[src/rtl/mips_cpu_muldiv_pkg.sv]
// Shared types and constants for the iterative multiply/divide unit that
// owns the architectural Hi/Lo registers.
package mips_cpu_muldiv_pkg;

  // Request encodings presented on the op port; 6 and 7 are reserved.
  typedef enum logic [2:0] {
    OP_MULT  = 3'd0,
    OP_MULTU = 3'd1,
    OP_DIV   = 3'd2,
    OP_DIVU  = 3'd3,
    OP_MTHI  = 3'd4,
    OP_MTLO  = 3'd5
  } muldiv_op_t;

  // Controller states: waiting, iterating, and final sign/write-back.
  typedef enum logic [1:0] {
    ST_IDLE  = 2'd0,
    ST_CALC  = 2'd1,
    ST_FIXUP = 2'd2
  } muldiv_state_t;

  // Selects which recurrence a single iteration performs.
  typedef enum logic {
    STEP_MUL = 1'b0,
    STEP_DIV = 1'b1
  } step_mode_t;

  // Quotient reported for any divide by zero.
  localparam logic [31:0] DIV0_QUOT = 32'hFFFF_FFFF;

endpackage

[src/rtl/mips_cpu_muldiv_step.sv]
// One unsigned iteration of the multiply/divide recurrence.
// Multiply: {acc,sh} is the running product with the multiplier in sh;
// each step conditionally adds the multiplicand and shifts right.
// Divide: acc is the partial remainder, sh shifts out the dividend at the
// top and collects quotient bits at the bottom (restoring division).
module mips_cpu_muldiv_step
  import mips_cpu_muldiv_pkg::*;
(
  input  step_mode_t  mode_i,
  input  logic [31:0] acc_i,
  input  logic [31:0] sh_i,
  input  logic [31:0] operand_i,
  output logic [31:0] acc_o,
  output logic [31:0] sh_o
);

  logic [32:0] mulSum;
  logic [32:0] remShift;
  logic [31:0] divDiff;
  logic        divFits;

  // Evaluate both recurrences and select the one for the active mode.
  // The divide subtraction only needs 32 bits: whenever the shifted
  // remainder reaches 2^32 the true difference is still below the divisor.
  always_comb begin
    mulSum   = {1'b0, acc_i} + (sh_i[0] ? {1'b0, operand_i} : 33'd0);
    remShift = {acc_i, sh_i[31]};
    divDiff  = remShift[31:0] - operand_i;
    divFits  = remShift[32] | (remShift[31:0] >= operand_i);
    if (mode_i == STEP_DIV) begin
      if (divFits) begin
        acc_o = divDiff;
        sh_o  = {sh_i[30:0], 1'b1};
      end else begin
        acc_o = remShift[31:0];
        sh_o  = {sh_i[30:0], 1'b0};
      end
    end else begin
      acc_o = mulSum[32:1];
      sh_o  = {mulSum[0], sh_i[31:1]};
    end
  end

endmodule

[src/rtl/mips_cpu_muldiv.sv]
// Multi-cycle MULT/MULTU/DIV/DIVU responder holding Hi/Lo. Signed ops are
// run on magnitudes and corrected in a final FIXUP cycle; Hi/Lo only change
// on MTHI/MTLO acceptance or on a completed, non-aborted operation.
module mips_cpu_muldiv
  import mips_cpu_muldiv_pkg::*;
#(
  parameter int ITERS = 32
) (
  input  logic        clk,
  input  logic        rst,
  input  logic        op_valid,
  output logic        op_ready,
  input  logic [2:0]  op,
  input  logic [31:0] a,
  input  logic [31:0] b,
  input  logic        abort,
  output logic        busy,
  output logic        done,
  output logic [31:0] hi,
  output logic [31:0] lo
);

  localparam int CNT_W = $clog2(ITERS) + 1;

  muldiv_state_t state_q, state_d;
  logic [CNT_W-1:0] cnt_q, cnt_d;
  logic [31:0] acc_q, acc_d;
  logic [31:0] sh_q, sh_d;
  logic [31:0] opnd_q, opnd_d;
  logic [31:0] aRaw_q, aRaw_d;
  step_mode_t mode_q, mode_d;
  logic negLo_q, negLo_d;
  logic negHi_q, negHi_d;
  logic div0_q, div0_d;
  logic [31:0] hi_q, hi_d;
  logic [31:0] lo_q, lo_d;
  logic done_q, done_d;

  logic        signedOp;
  logic        isDivOp;
  logic [31:0] aMag;
  logic [31:0] bMag;
  logic [31:0] stepAcc;
  logic [31:0] stepSh;
  logic [63:0] product;
  logic        lastIter;

  mips_cpu_muldiv_step u_step (
    .mode_i    (mode_q),
    .acc_i     (acc_q),
    .sh_i      (sh_q),
    .operand_i (opnd_q),
    .acc_o     (stepAcc),
    .sh_o      (stepSh)
  );

  // Decode the incoming request and form operand magnitudes for signed ops.
  always_comb begin
    signedOp = (op == OP_MULT) || (op == OP_DIV);
    isDivOp  = (op == OP_DIV) || (op == OP_DIVU);
    aMag     = (signedOp && a[31]) ? (32'd0 - a) : a;
    bMag     = (signedOp && b[31]) ? (32'd0 - b) : b;
    product  = {acc_q, sh_q};
    lastIter = (cnt_q == CNT_W'(ITERS - 1));
  end

  // Next-state logic: accept in IDLE, iterate in CALC, write back in FIXUP;
  // abort wins over both iteration and write-back.
  always_comb begin
    state_d = state_q;
    cnt_d   = cnt_q;
    acc_d   = acc_q;
    sh_d    = sh_q;
    opnd_d  = opnd_q;
    aRaw_d  = aRaw_q;
    mode_d  = mode_q;
    negLo_d = negLo_q;
    negHi_d = negHi_q;
    div0_d  = div0_q;
    hi_d    = hi_q;
    lo_d    = lo_q;
    done_d  = 1'b0;
    case (state_q)
      ST_IDLE: begin
        if (op_valid) begin
          case (op)
            OP_MTHI: hi_d = a;
            OP_MTLO: lo_d = a;
            OP_MULT, OP_MULTU, OP_DIV, OP_DIVU: begin
              state_d = ST_CALC;
              cnt_d   = '0;
              acc_d   = '0;
              mode_d  = isDivOp ? STEP_DIV : STEP_MUL;
              sh_d    = isDivOp ? aMag : bMag;
              opnd_d  = isDivOp ? bMag : aMag;
              aRaw_d  = a;
              negLo_d = signedOp & (a[31] ^ b[31]);
              negHi_d = signedOp & a[31];
              div0_d  = isDivOp & (b == 32'd0);
            end
            default: ;
          endcase
        end
      end
      ST_CALC: begin
        if (abort) begin
          state_d = ST_IDLE;
        end else begin
          acc_d = stepAcc;
          sh_d  = stepSh;
          cnt_d = cnt_q + CNT_W'(1);
          if (lastIter) begin
            state_d = ST_FIXUP;
          end
        end
      end
      ST_FIXUP: begin
        state_d = ST_IDLE;
        if (!abort) begin
          done_d = 1'b1;
          if (mode_q == STEP_MUL) begin
            {hi_d, lo_d} = negLo_q ? (64'd0 - product) : product;
          end else if (div0_q) begin
            lo_d = DIV0_QUOT;
            hi_d = aRaw_q;
          end else begin
            lo_d = negLo_q ? (32'd0 - sh_q) : sh_q;
            hi_d = negHi_q ? (32'd0 - acc_q) : acc_q;
          end
        end
      end
      default: state_d = ST_IDLE;
    endcase
  end

  // State and datapath registers; reset discards any operation in flight.
  always_ff @(posedge clk or posedge rst) begin
    if (rst) begin
      state_q <= ST_IDLE;
      cnt_q   <= '0;
      acc_q   <= '0;
      sh_q    <= '0;
      opnd_q  <= '0;
      aRaw_q  <= '0;
      mode_q  <= STEP_MUL;
      negLo_q <= 1'b0;
      negHi_q <= 1'b0;
      div0_q  <= 1'b0;
      hi_q    <= '0;
      lo_q    <= '0;
      done_q  <= 1'b0;
    end else begin
      state_q <= state_d;
      cnt_q   <= cnt_d;
      acc_q   <= acc_d;
      sh_q    <= sh_d;
      opnd_q  <= opnd_d;
      aRaw_q  <= aRaw_d;
      mode_q  <= mode_d;
      negLo_q <= negLo_d;
      negHi_q <= negHi_d;
      div0_q  <= div0_d;
      hi_q    <= hi_d;
      lo_q    <= lo_d;
      done_q  <= done_d;
    end
  end

  assign op_ready = (state_q == ST_IDLE);
  assign busy     = (state_q != ST_IDLE);
  assign done     = done_q;
  assign hi       = hi_q;
  assign lo       = lo_q;

endmodule

[config.mk]
export PLATFORM = sky130hd
export DESIGN_NAME = mips_cpu_muldiv
export DESIGN_NICKNAME = d
export VERILOG_FILES = /design/src/rtl/mips_cpu_muldiv_pkg.sv /design/src/rtl/mips_cpu_muldiv_step.sv /design/src/rtl/mips_cpu_muldiv.sv
export SDC_FILE = /design/constraint.sdc
export NUM_CORES = 1
export LEC_CHECK = 0
export ABC_AREA = 1
export CORE_MARGIN = 1
export CORE_UTILIZATION = 30
export CTS_BUF_LIST = sky130_fd_sc_hd__clkbuf_8
export DETAILED_ROUTE_END_ITERATION = 8
export GPL_ROUTABILITY_DRIVEN = 0
export SLEW_MARGIN = 15
export SYNTH_ARGS = -nofsm -noshare
export SYNTH_HDL_FRONTEND = slang
export SYNTH_HIERARCHICAL = 1
export SYNTH_SLANG_ARGS = --single-unit
[constraint.sdc]
create_clock -name clk -period 18 [get_ports clk]
set_input_delay 1.8 -clock clk [delete_from_list [all_inputs] [get_ports clk]]
set_output_delay 1.8 -clock clk [all_outputs]
set_load 0.005 [all_outputs]
# ---- After elaboration in Yosys (flattened, before gate mapping)
# Cells that the tools add are included.
dict set report word_totals {
  input_bits 71
  register_bits 205
  elab_cells 102
  output_inout_bits 67
}
dict set report classes {
  n_reduce_logical 16
  eq_ne 15
  order_cmp 1
  muxes 44
  bitwise 5
  addsub 8
}
# op n
set op_table {}
lappend op_table {{$mux 32} 26}
lappend op_table {{$pmux 32 s2} 4}
lappend op_table {{$sub 1x32->32 const A} 4}
lappend op_table {{$mux 64} 1}
lappend op_table {{$sub 1x64->64 const A} 1}
lappend op_table {{$add 32x33->33} 1}
lappend op_table {{$ge 32x32->1} 1}
lappend op_table {{$logic_not 32->1} 1}
lappend op_table {{$sub 32x32->32} 1}
lappend op_table {{$mux 6} 3}
lappend op_table {{$pmux 6 s2} 1}
lappend op_table {{$reduce_and 4->1} 3}
lappend op_table {{$mux 2} 4}
lappend op_table {{$add 6x1->6 const B} 1}
lappend op_table {{$eq 3x2->1 const B} 2}
lappend op_table {{$eq 3x3->1 const B} 2}
lappend op_table {{$eq 6x5->1 const B} 1}
lappend op_table {{$ne 2x1->1 const B} 3}
lappend op_table {{$ne 2x2->1 const B} 3}
lappend op_table {{$reduce_and 3->1} 2}
lappend op_table {{$reduce_bool 2->1} 3}
lappend op_table {{$mux 1} 4}
lappend op_table {{$pmux 2 s2} 1}
lappend op_table {{$reduce_or 4->1} 1}
lappend op_table {{11 further kinds} 15}

# ---- Logic depth before layout (Yosys ltp)
# Gate-level depths: netlist of the first run.
dict set report logic_depth {
  depth_word 8
  mapped_depth 19
  depth_no_buf 18
}

# ---- By module
# Netlist of the first run, hierarchy kept.
# mod area_each_um2 cells_each instances seq_area_each_um2
set by_module_without_submodules {}
lappend by_module_without_submodules {mips_cpu_muldiv 14390.1 2277 1 5129.9}
lappend by_module_without_submodules {mips_cpu_muldiv_step 6413.7 1339 1 0.0}

# ---- Worst setup path before layout of the first run
# No wires, ideal clock.
dict set report synth_timing {
  kind {input to register}
  start {input b[1]}
  end {register sh_q[28]}
  required_time_ns 17.884
  arrival_time_ns 3.157
  n_path_buf 0
  cell_stages 15
  slack_ns 14.726
  path_cell_list {inv_1 ha_1 nand3_1 nor2_1 nand2_1 nor2_1 nand2_1 nand2_1 nand2_1 nand2_1 nand2_1 nand2_1 nand3_1 nand2_1 nand2_1}
}
dict set report synth_via {
  elab_chain_len 6
}
# item line_no
set synth_rtl {}
lappend synth_rtl {{start, declared} mips_cpu_muldiv.sv:15} ;# input logic [31:0] b,
lappend synth_rtl {{$sub 1x32->32} mips_cpu_muldiv.sv:62} ;# bMag = (signedOp && b[31]) ? (32'd0 - b) : b;
lappend synth_rtl {{$mux 32} mips_cpu_muldiv.sv:62}
lappend synth_rtl {{$mux 32} mips_cpu_muldiv.sv:94} ;# sh_d = isDivOp ? aMag : bMag;
lappend synth_rtl {{$mux 32} mips_cpu_muldiv.sv:86} ;# case (op)
lappend synth_rtl {{$mux 32} mips_cpu_muldiv.sv:85} ;# if (op_valid) begin
lappend synth_rtl {{$pmux 32 s2} mips_cpu_muldiv.sv:83} ;# case (state_q)
lappend synth_rtl {{end signal, assigned} mips_cpu_muldiv.sv:142} ;# sh_q <= '0;
lappend synth_rtl {{end signal, assigned} mips_cpu_muldiv.sv:156} ;# sh_q <= sh_d;
lappend synth_rtl {{end, declared} mips_cpu_muldiv.sv:28} ;# logic [31:0] sh_q, sh_d;
# No other way between the ends. The select of a mux whose other input is x is not followed.
# A chain may end at the register's enable or synchronous reset.

# ---- Worst setup path in the final report of the first run
dict set report layout_timing {
  start {input op[1]}
  end {register sh_q[3]}
}
dict set report layout_via {
  elab_chain_len 8
}
# item line_no
set layout_rtl {}
lappend layout_rtl {{start, declared} mips_cpu_muldiv.sv:13} ;# input logic [2:0] op,
lappend layout_rtl {{$eq 3x2->1 / $logic_not 3->1 (equally long branches)} {mips_cpu_muldiv.sv:59, mips_cpu_muldiv.sv:60, mips_cpu_muldiv.sv:86}}
lappend layout_rtl {{$logic_or 1x1->1} mips_cpu_muldiv.sv:59} ;# signedOp = (op == OP_MULT) || (op == OP_DIV);
lappend layout_rtl {{$logic_and 1x1->1, on equally long branches} {mips_cpu_muldiv.sv:62, mips_cpu_muldiv.sv:61}}
lappend layout_rtl {{$mux 32, on equally long branches} {mips_cpu_muldiv.sv:62, mips_cpu_muldiv.sv:61}}
lappend layout_rtl {{$mux 32} mips_cpu_muldiv.sv:94}
lappend layout_rtl {{$mux 32} mips_cpu_muldiv.sv:86}
lappend layout_rtl {{$mux 32} mips_cpu_muldiv.sv:85}
lappend layout_rtl {{$pmux 32 s2} mips_cpu_muldiv.sv:83}
# Several ways; a longest one is shown, not always the timed one. The select of a mux whose other input is x is not followed.

==> flow_summary.yaml, run 1 <==
worst_setup_path:
  crit_chain: "clkdlybuf4s50_1 > nand2_4 > o21ai_4 > nand2_2 > nor2_1 > xor2_1 > o21ai_0 > inv_1 > o21ai_0 > a21oi_1"
  cp.required_ns: 18.53
  crit_path_end_kind: "register"
  slowest_delay_ns: 0.61
  crit_path_start_kind: "input pin"
  crit_arrival_ns: 4.68
  worst-setup-path-type: "input pin to register"
  r2r-start: "acc_q[24]$_DFFE_PP0P_"
  worst_path_most_repeated_cell: "o21ai_0"
  r2r_end: "sh_q[0]$_DFFE_PP0P_"
  r2r_slack_ns: 14.36
  critPathTopFamily: "compound AO/OA/AOI/OAI gates"
  crit_slowest_cell: "clkdlybuf4s50_1"
  cp_max_fo: 36
  cp_num_buf_inv: 2
  r2r.worst_path.cells: 11
synthesis:
  netlist.area_leader.share_pct: 24.7
  ys_types: 53
  seq_area_frac_synth_pct: 24.7
  avgSynthCellArea_um2: 5.75
  yosysWarningCount: 6
  synth-seq-cells: 205
  synth_cells: 3616
  ys.flop_type: "dfrtp_1"
  synthTopCellsByArea: "dfrtp_1, nand2_1, nor2_1"
  synthArstFlopShare_pct: 100
  synth_area_um2: 20800
  synth-edff-count: 0
  synth_nets: 3758
  yosys.area.top_type: "dfrtp_1"
clock_tree:
  cts_buffers: 40
  cts_buffer_depth: 3
  postCtsSetupRepairBufs: 0
  cts_hold_buf: 0
  clk_pin_slew_worst_paths_ns: 0.07
  clock_latency_ns: 0.63
  cts-resized-gates: 0
  cts.sinks: 205
  cts_tree: "done"
  h-tree-depth: 2
  root_buffer: "clkbuf_8"
power_and_ir_drop:
  power_frac_seq_pct: 24.3
  swShare_pct: 54.3
  power_density_nw_per_um2: 148
  vdd_drop_max_v: 0.0000925
  pwr-share-comb_pct: 60.7
  p_leak_nw: 12.2
  power.switching_mw: 1.90
  intPower_mw: 1.60
  power.share.clock_pct: 15.0
  power.total_mw: 3.50
global_routing:
  grt_pass1_wl_mm: 137
  grt.total_usage_pct: 25.5
  grt-ovfl-total: 0
  antenna_found_initial: 1
  grt_pass1_vias: 22200
  grt_max_degree: 103
floorplan:
  rows: 96
  io_pins: 138
  coreArea_um2: 68600
  die_height_um: 265
  die_area_um2: 70400
  dieWidth_um: 265
  initial_core_util_pct: 30.3
drt:
  drtAntennaViolNets: 0
  routedWlPerCell_um: 19.8
  drc: 0
  routed_via_density: 5.21
  dr.pass1.iters: 8
  dr_total_vias: 24200
  wirelength_mm: 91.8
  drt_iter0_markers: 2863
min_path:
  hold_path_class: "register to register"
  holdPathStages: 2
  worstHoldStart: "aRaw_q[7]$_DFFE_PP0P_"
  whs_endpoint: "aRaw_q[7]$_DFFE_PP0P_"
place:
  hpwl_mm: 71.4
  dpl.cell_count: 4576
  portBuffers: 137
sta:
  slew_headroom_pct: 21.8
  fmax_mhz: 241
  period_minus_slack_ns: 4.15
  finalHoldViolCount: 0
  final.setup.tns_ns: 0
  finClkSkew_ns: 0.0497
  slew_violations: 0
  finalSetupViolCount: 0
  min_period_over_period_pct: 23.1
  rsz0062_at_grt: "no"
  tightest_slew_ns: 1.17
final_layout:
  fillers: 7736
  syn2layout_area_growth_pct: 14.1
  stdcell_count: 4649
  mostFrequentLayoutCells: "nand2_1, nor2_1, inv_1"
  layout-drive-gt1-share_pct: 4.63
  n_antenna_cell: 0
  final_util_pct: 34.6
  final_common_cell: "nand2_1"
  nets: 3829
status:
  status: "finished, final reports clean"
flow_run:
  drv_cap: 0
flip-flops by register name (all words and copies together), names as in the netlist, 2 cells and up:
| name | flops |
|---|---|
| aRaw_q | 32 |
| cnt_q | 6 |
| sh_q | 32 |
| lo | 32 |
| acc_q | 32 |
| state_q | 2 |
| opnd_q | 32 |
| hi | 32 |
area by class of cell:
cell class	count	area [µm²]	area share, %
Tap cell	931	1160	4.91
Sequential cell	205	5130	21.6
Clock inverter	21	148	0.622
Inverter	469	1770	7.46
Timing Repair Buffer	156	1510	6.38
Multi-Input combinational cell	2815	13300	56.0
Clock buffer	52	716	3.02
worst max path at each step:
stage / from / endpoint / slack, ns / cells after the start
final: op[1] / sh_q[3]$_DFFE_PP0P_ / 13.85 / 10
after floorplan: rst / aRaw_q[0]$_DFFE_PP0P_ / 10.60 / 1
after global routing: op[1] / sh_q[3]$_DFFE_PP0P_ / 13.75 / 10
after global placement: op[1] / sh_q[3]$_DFFE_PP0P_ / 13.38 / 10
after detailed placement: op[1] / sh_q[3]$_DFFE_PP0P_ / 13.33 / 10
after CTS: op[1] / sh_q[3]$_DFFE_PP0P_ / 13.96 / 10
Yosys cell counts (2+ instances only):
cell and n:
o21ai_2 5, o221ai_1 10, and2_1 7, o21ai_1 15
a31oi_1 2, buf_1 13, inv_1 447, or2_2 12
nand3_2 6, nor2_1 508, nand4_1 36, o21ai_0 226
xor2_1 50, clkbuf_1 60, a21boi_0 3, nand2_1 1205
nor4_1 5, nand3b_1 31, nor2_4 8, o211ai_1 20
fa_1 2, a21oi_1 172, nand3_1 316, nor3_1 32
o31ai_1 6, clkinv_1 7, ha_1 69, buf_6 9
a22oi_1 4, a21oi_2 4, buf_2 33, nand2_2 14
xnor2_1 16, inv_2 14, dfrtp_1 205, buf_4 11
nand2_4 6, nor2_2 12
power by group through the flow:
stage	Clock (mW)	Sequential (mW)	Combinational, mW
final	0.524	0.851	2.13
after global routing	0.549	0.856	2.37
after CTS	0.530	0.842	2.10
after detailed placement	0	0.849	2.08
after global placement	0	0.850	2.07
after floorplan	0	0.707	1.51
through the flow:
stage          instance area (µm²)  hold WS (ns)  worst slack [ns]
2_1_floorplan                20800         0.448             10.60
3_3_place_gp                 22900         0.468             13.38
3_5_place_dp                 22900         0.473             13.33
4_1_cts                      23700         0.489             13.96
5_1_grt                      23700         0.520             13.75
6_report                     23700         0.488             13.85
per-layer routing:
layer	track usage, %	routed length (µm)	up-vias	share of wire [%]
li1	-	-	11600	-
met5	0	9	-	0.0098
met2	40.5	40800	1256	44
met3	3.97	8250	252	9.0
met4	12.7	5110	2	5.6
met1	33.6	37700	11100	41
worst min-delay path, delay by kind of cell, from the launching register on:
kind / cells / cell delay [ns]
AND/OR/NAND/NOR: 1 / 0.05
AO/OA/AOI/OAI: 1 / 0.06
flip-flops: 1 / 0.35
logic make-up after synthesis:
kind of cell	Yosys count	synth area share (%)
simple gates	2201	44.2
buf+inv	596	11.5
compound gates	476	12.4
flops	205	24.7
fa+ha+maj	71	4.34
xor+xnor	66	2.78
mux	1	0.0481
Note: power is estimated with default switching activity, not from simulation.
==> run 2: changes to the inputs <==
- clock period: 18 -> 3.7 ns (I/O delays scaled with it)
==> run 2 against run 1 <==
  * Sequential share of layout area fell by 0.34 points
  * Count of clock-buffer cells in the layout did not move
  * Sequential power rose to 4.5 times the previous value
  * Non-clock buffer count rose by 46
  * Final area rose by 1.6%
  * Worst setup slack got worse by 13 ns
  * Clock skew rose by 0.0061 ns
  * Critical path depth rose by 8
  * Power rose to 5.1 times the previous value
  * Die area did not move
  * First-iteration DRC count rose by 7.7%
==> flow_summary.yaml, run 2 (synthesized netlist as in run 1, its figures left out) <==
power_and_ir_drop:
  power.total_mw: 17.7
  vdd_drop_max_v: 0.000302
  p_leak_nw: 12.5
  power_density_nw_per_um2: 735
drt:
  routedWlPerCell_um: 20.3
  drt_iter0_markers: 3084
  drc: 0
  drtAntennaViolNets: 0
  dr.pass1.iters: 8
  wirelength_mm: 95.0
  routed_via_density: 5.27
  dr_total_vias: 24700
worst_setup_path:
  crit_path_start_kind: "register"
  worst-setup-path-type: "register to register"
  crit_arrival_ns: 3.71
  cp_max_fo: 33
  crit_path_end_kind: "register"
  cp.required_ns: 4.21
  r2r_slack_ns: 0.50
floorplan:
  die_height_um: 265
  coreArea_um2: 68600
  dieWidth_um: 265
  die_area_um2: 70400
  initial_core_util_pct: 30.3
  rows: 96
  io_pins: 138
sta:
  finClkSkew_ns: 0.0558
  tightest_slew_ns: 1.11
  final.setup.tns_ns: 0
  rsz0062_at_grt: "no"
  fmax_mhz: 312
  slew_violations: 0
  slew_headroom_pct: 26.3
  min_period_over_period_pct: 86.5
  period_minus_slack_ns: 3.20
  finalHoldViolCount: 0
  finalSetupViolCount: 0
clock_tree:
  root_buffer: "clkbuf_8"
  cts.sinks: 205
  clk_pin_slew_worst_paths_ns: 0.06
  cts_tree: "done"
  cts_hold_buf: 0
  h-tree-depth: 2
  cts-resized-gates: 0
  postCtsSetupRepairBufs: 0
  cts_buffer_depth: 3
  clock_latency_ns: 0.64
  cts_buffers: 40
final_layout:
  fillers: 7636
  n_antenna_cell: 0
  mostFrequentLayoutCells: "nand2_1, nor2_1, inv_1"
  final_util_pct: 35.1
  stdcell_count: 4689
  layout-drive-gt1-share_pct: 5.69
  nets: 3875
  syn2layout_area_growth_pct: 15.9
  final_common_cell: "nand2_1"
place:
  dpl.cell_count: 4622
  hpwl_mm: 75.7
  portBuffers: 137
status:
  status: "finished, final reports clean"
global_routing:
  grt.total_usage_pct: 26.7
  grt_pass1_wl_mm: 142
  grt-ovfl-total: 0
  grt_pass1_vias: 22600
  antenna_found_initial: 0
  grt_max_degree: 103
min_path:
  hold_path_class: "input pin to asynchronous set/reset pin"
flow_run:
  drv_cap: 0
[run 2: cell count changes in the layout (fill, tap and decap cells not counted), sizes merged]
cell | previous run | this run
buf | 19 | 65
inv | 476 | 472
clkinv | 11 | 9
[run 2: area by class of cell]
type / instances / area, µm² / share of cell area, %
clock buffers: 52 / 716 / 2.97
well taps: 931 / 1160 / 4.83
inverters: 469 / 1770 / 7.33
clock inverters: 15 / 128 / 0.529
repair buffers: 202 / 1910 / 7.92
multi-input cells: 2815 / 13300 / 55.1
flip-flops and latches: 205 / 5130 / 21.3
[run 2: worst max-delay path: stages (launching register included)]
cell and delay [ns]:
dfrtp_1 0.42, inv_1 0.13, ha_1 0.25, fa_1 0.40
inv_1 0.10, nand3_1 0.11, nand2_4 0.12, nand2_2 0.07
nand2_4 0.08, nand2_2 0.06, nand3_2 0.08, nand2_4 0.24
nand2_4 0.42, nand2_1 0.22, nand2_1 0.10, nand2_1 0.05
nand2_1 0.06, nand2_1 0.05, o21ai_0 0.10
[run 2: final timing paths]
| kind | cells past startpoint | to | startpoint |
|---|---|---|---|
| worst max-delay path | 18 | acc_q[27]$_DFFE_PP0P_ | sh_q[31]$_DFFE_PP0P_ |
| max in group asynchronous | 3 | opnd_q[27]$_DFFE_PP0P_ | rst |
| worst max register to register | 18 | acc_q[27]$_DFFE_PP0P_ | sh_q[31]$_DFFE_PP0P_ |
| min in group clk | 2 | done$_DFF_PP0_ | abort |
| worst min-delay path | 2 | lo[8]$_DFFE_PP0P_ | rst |
| worst min register to register | 2 | aRaw_q[25]$_DFFE_PP0P_ | aRaw_q[25]$_DFFE_PP0P_ |
[run 2: per-layer routing]
metal | global-route usage [%] | vias to the layer above | part of all wire (%)
met5 | 0 | - | 0
li1 | - | 11700 | -
met1 | 35.0 | 11500 | 41
met3 | 4.10 | 259 | 9.2
met4 | 17.5 | 0 | 7.2
met2 | 40.8 | 1324 | 43
[run 2: stage by stage]
step	instance area (µm²)	hold slack, ns	worst slack, ns
after floorplan	20800	0.436	0.672
after global placement	23300	0.462	0.709
after detailed placement	23300	0.472	0.654
after CTS	24100	0.0671	0.609
after global routing	24100	0.106	0.319
final	24100	0.0842	0.500
[run 2: power breakdown]
group / leakage [nW] / switching (mW) / internal, mW
sequential: 2.49 / 1.00 / 2.85
clock: 0.471 / 1.12 / 1.39
combinational: 9.51 / 7.61 / 3.74
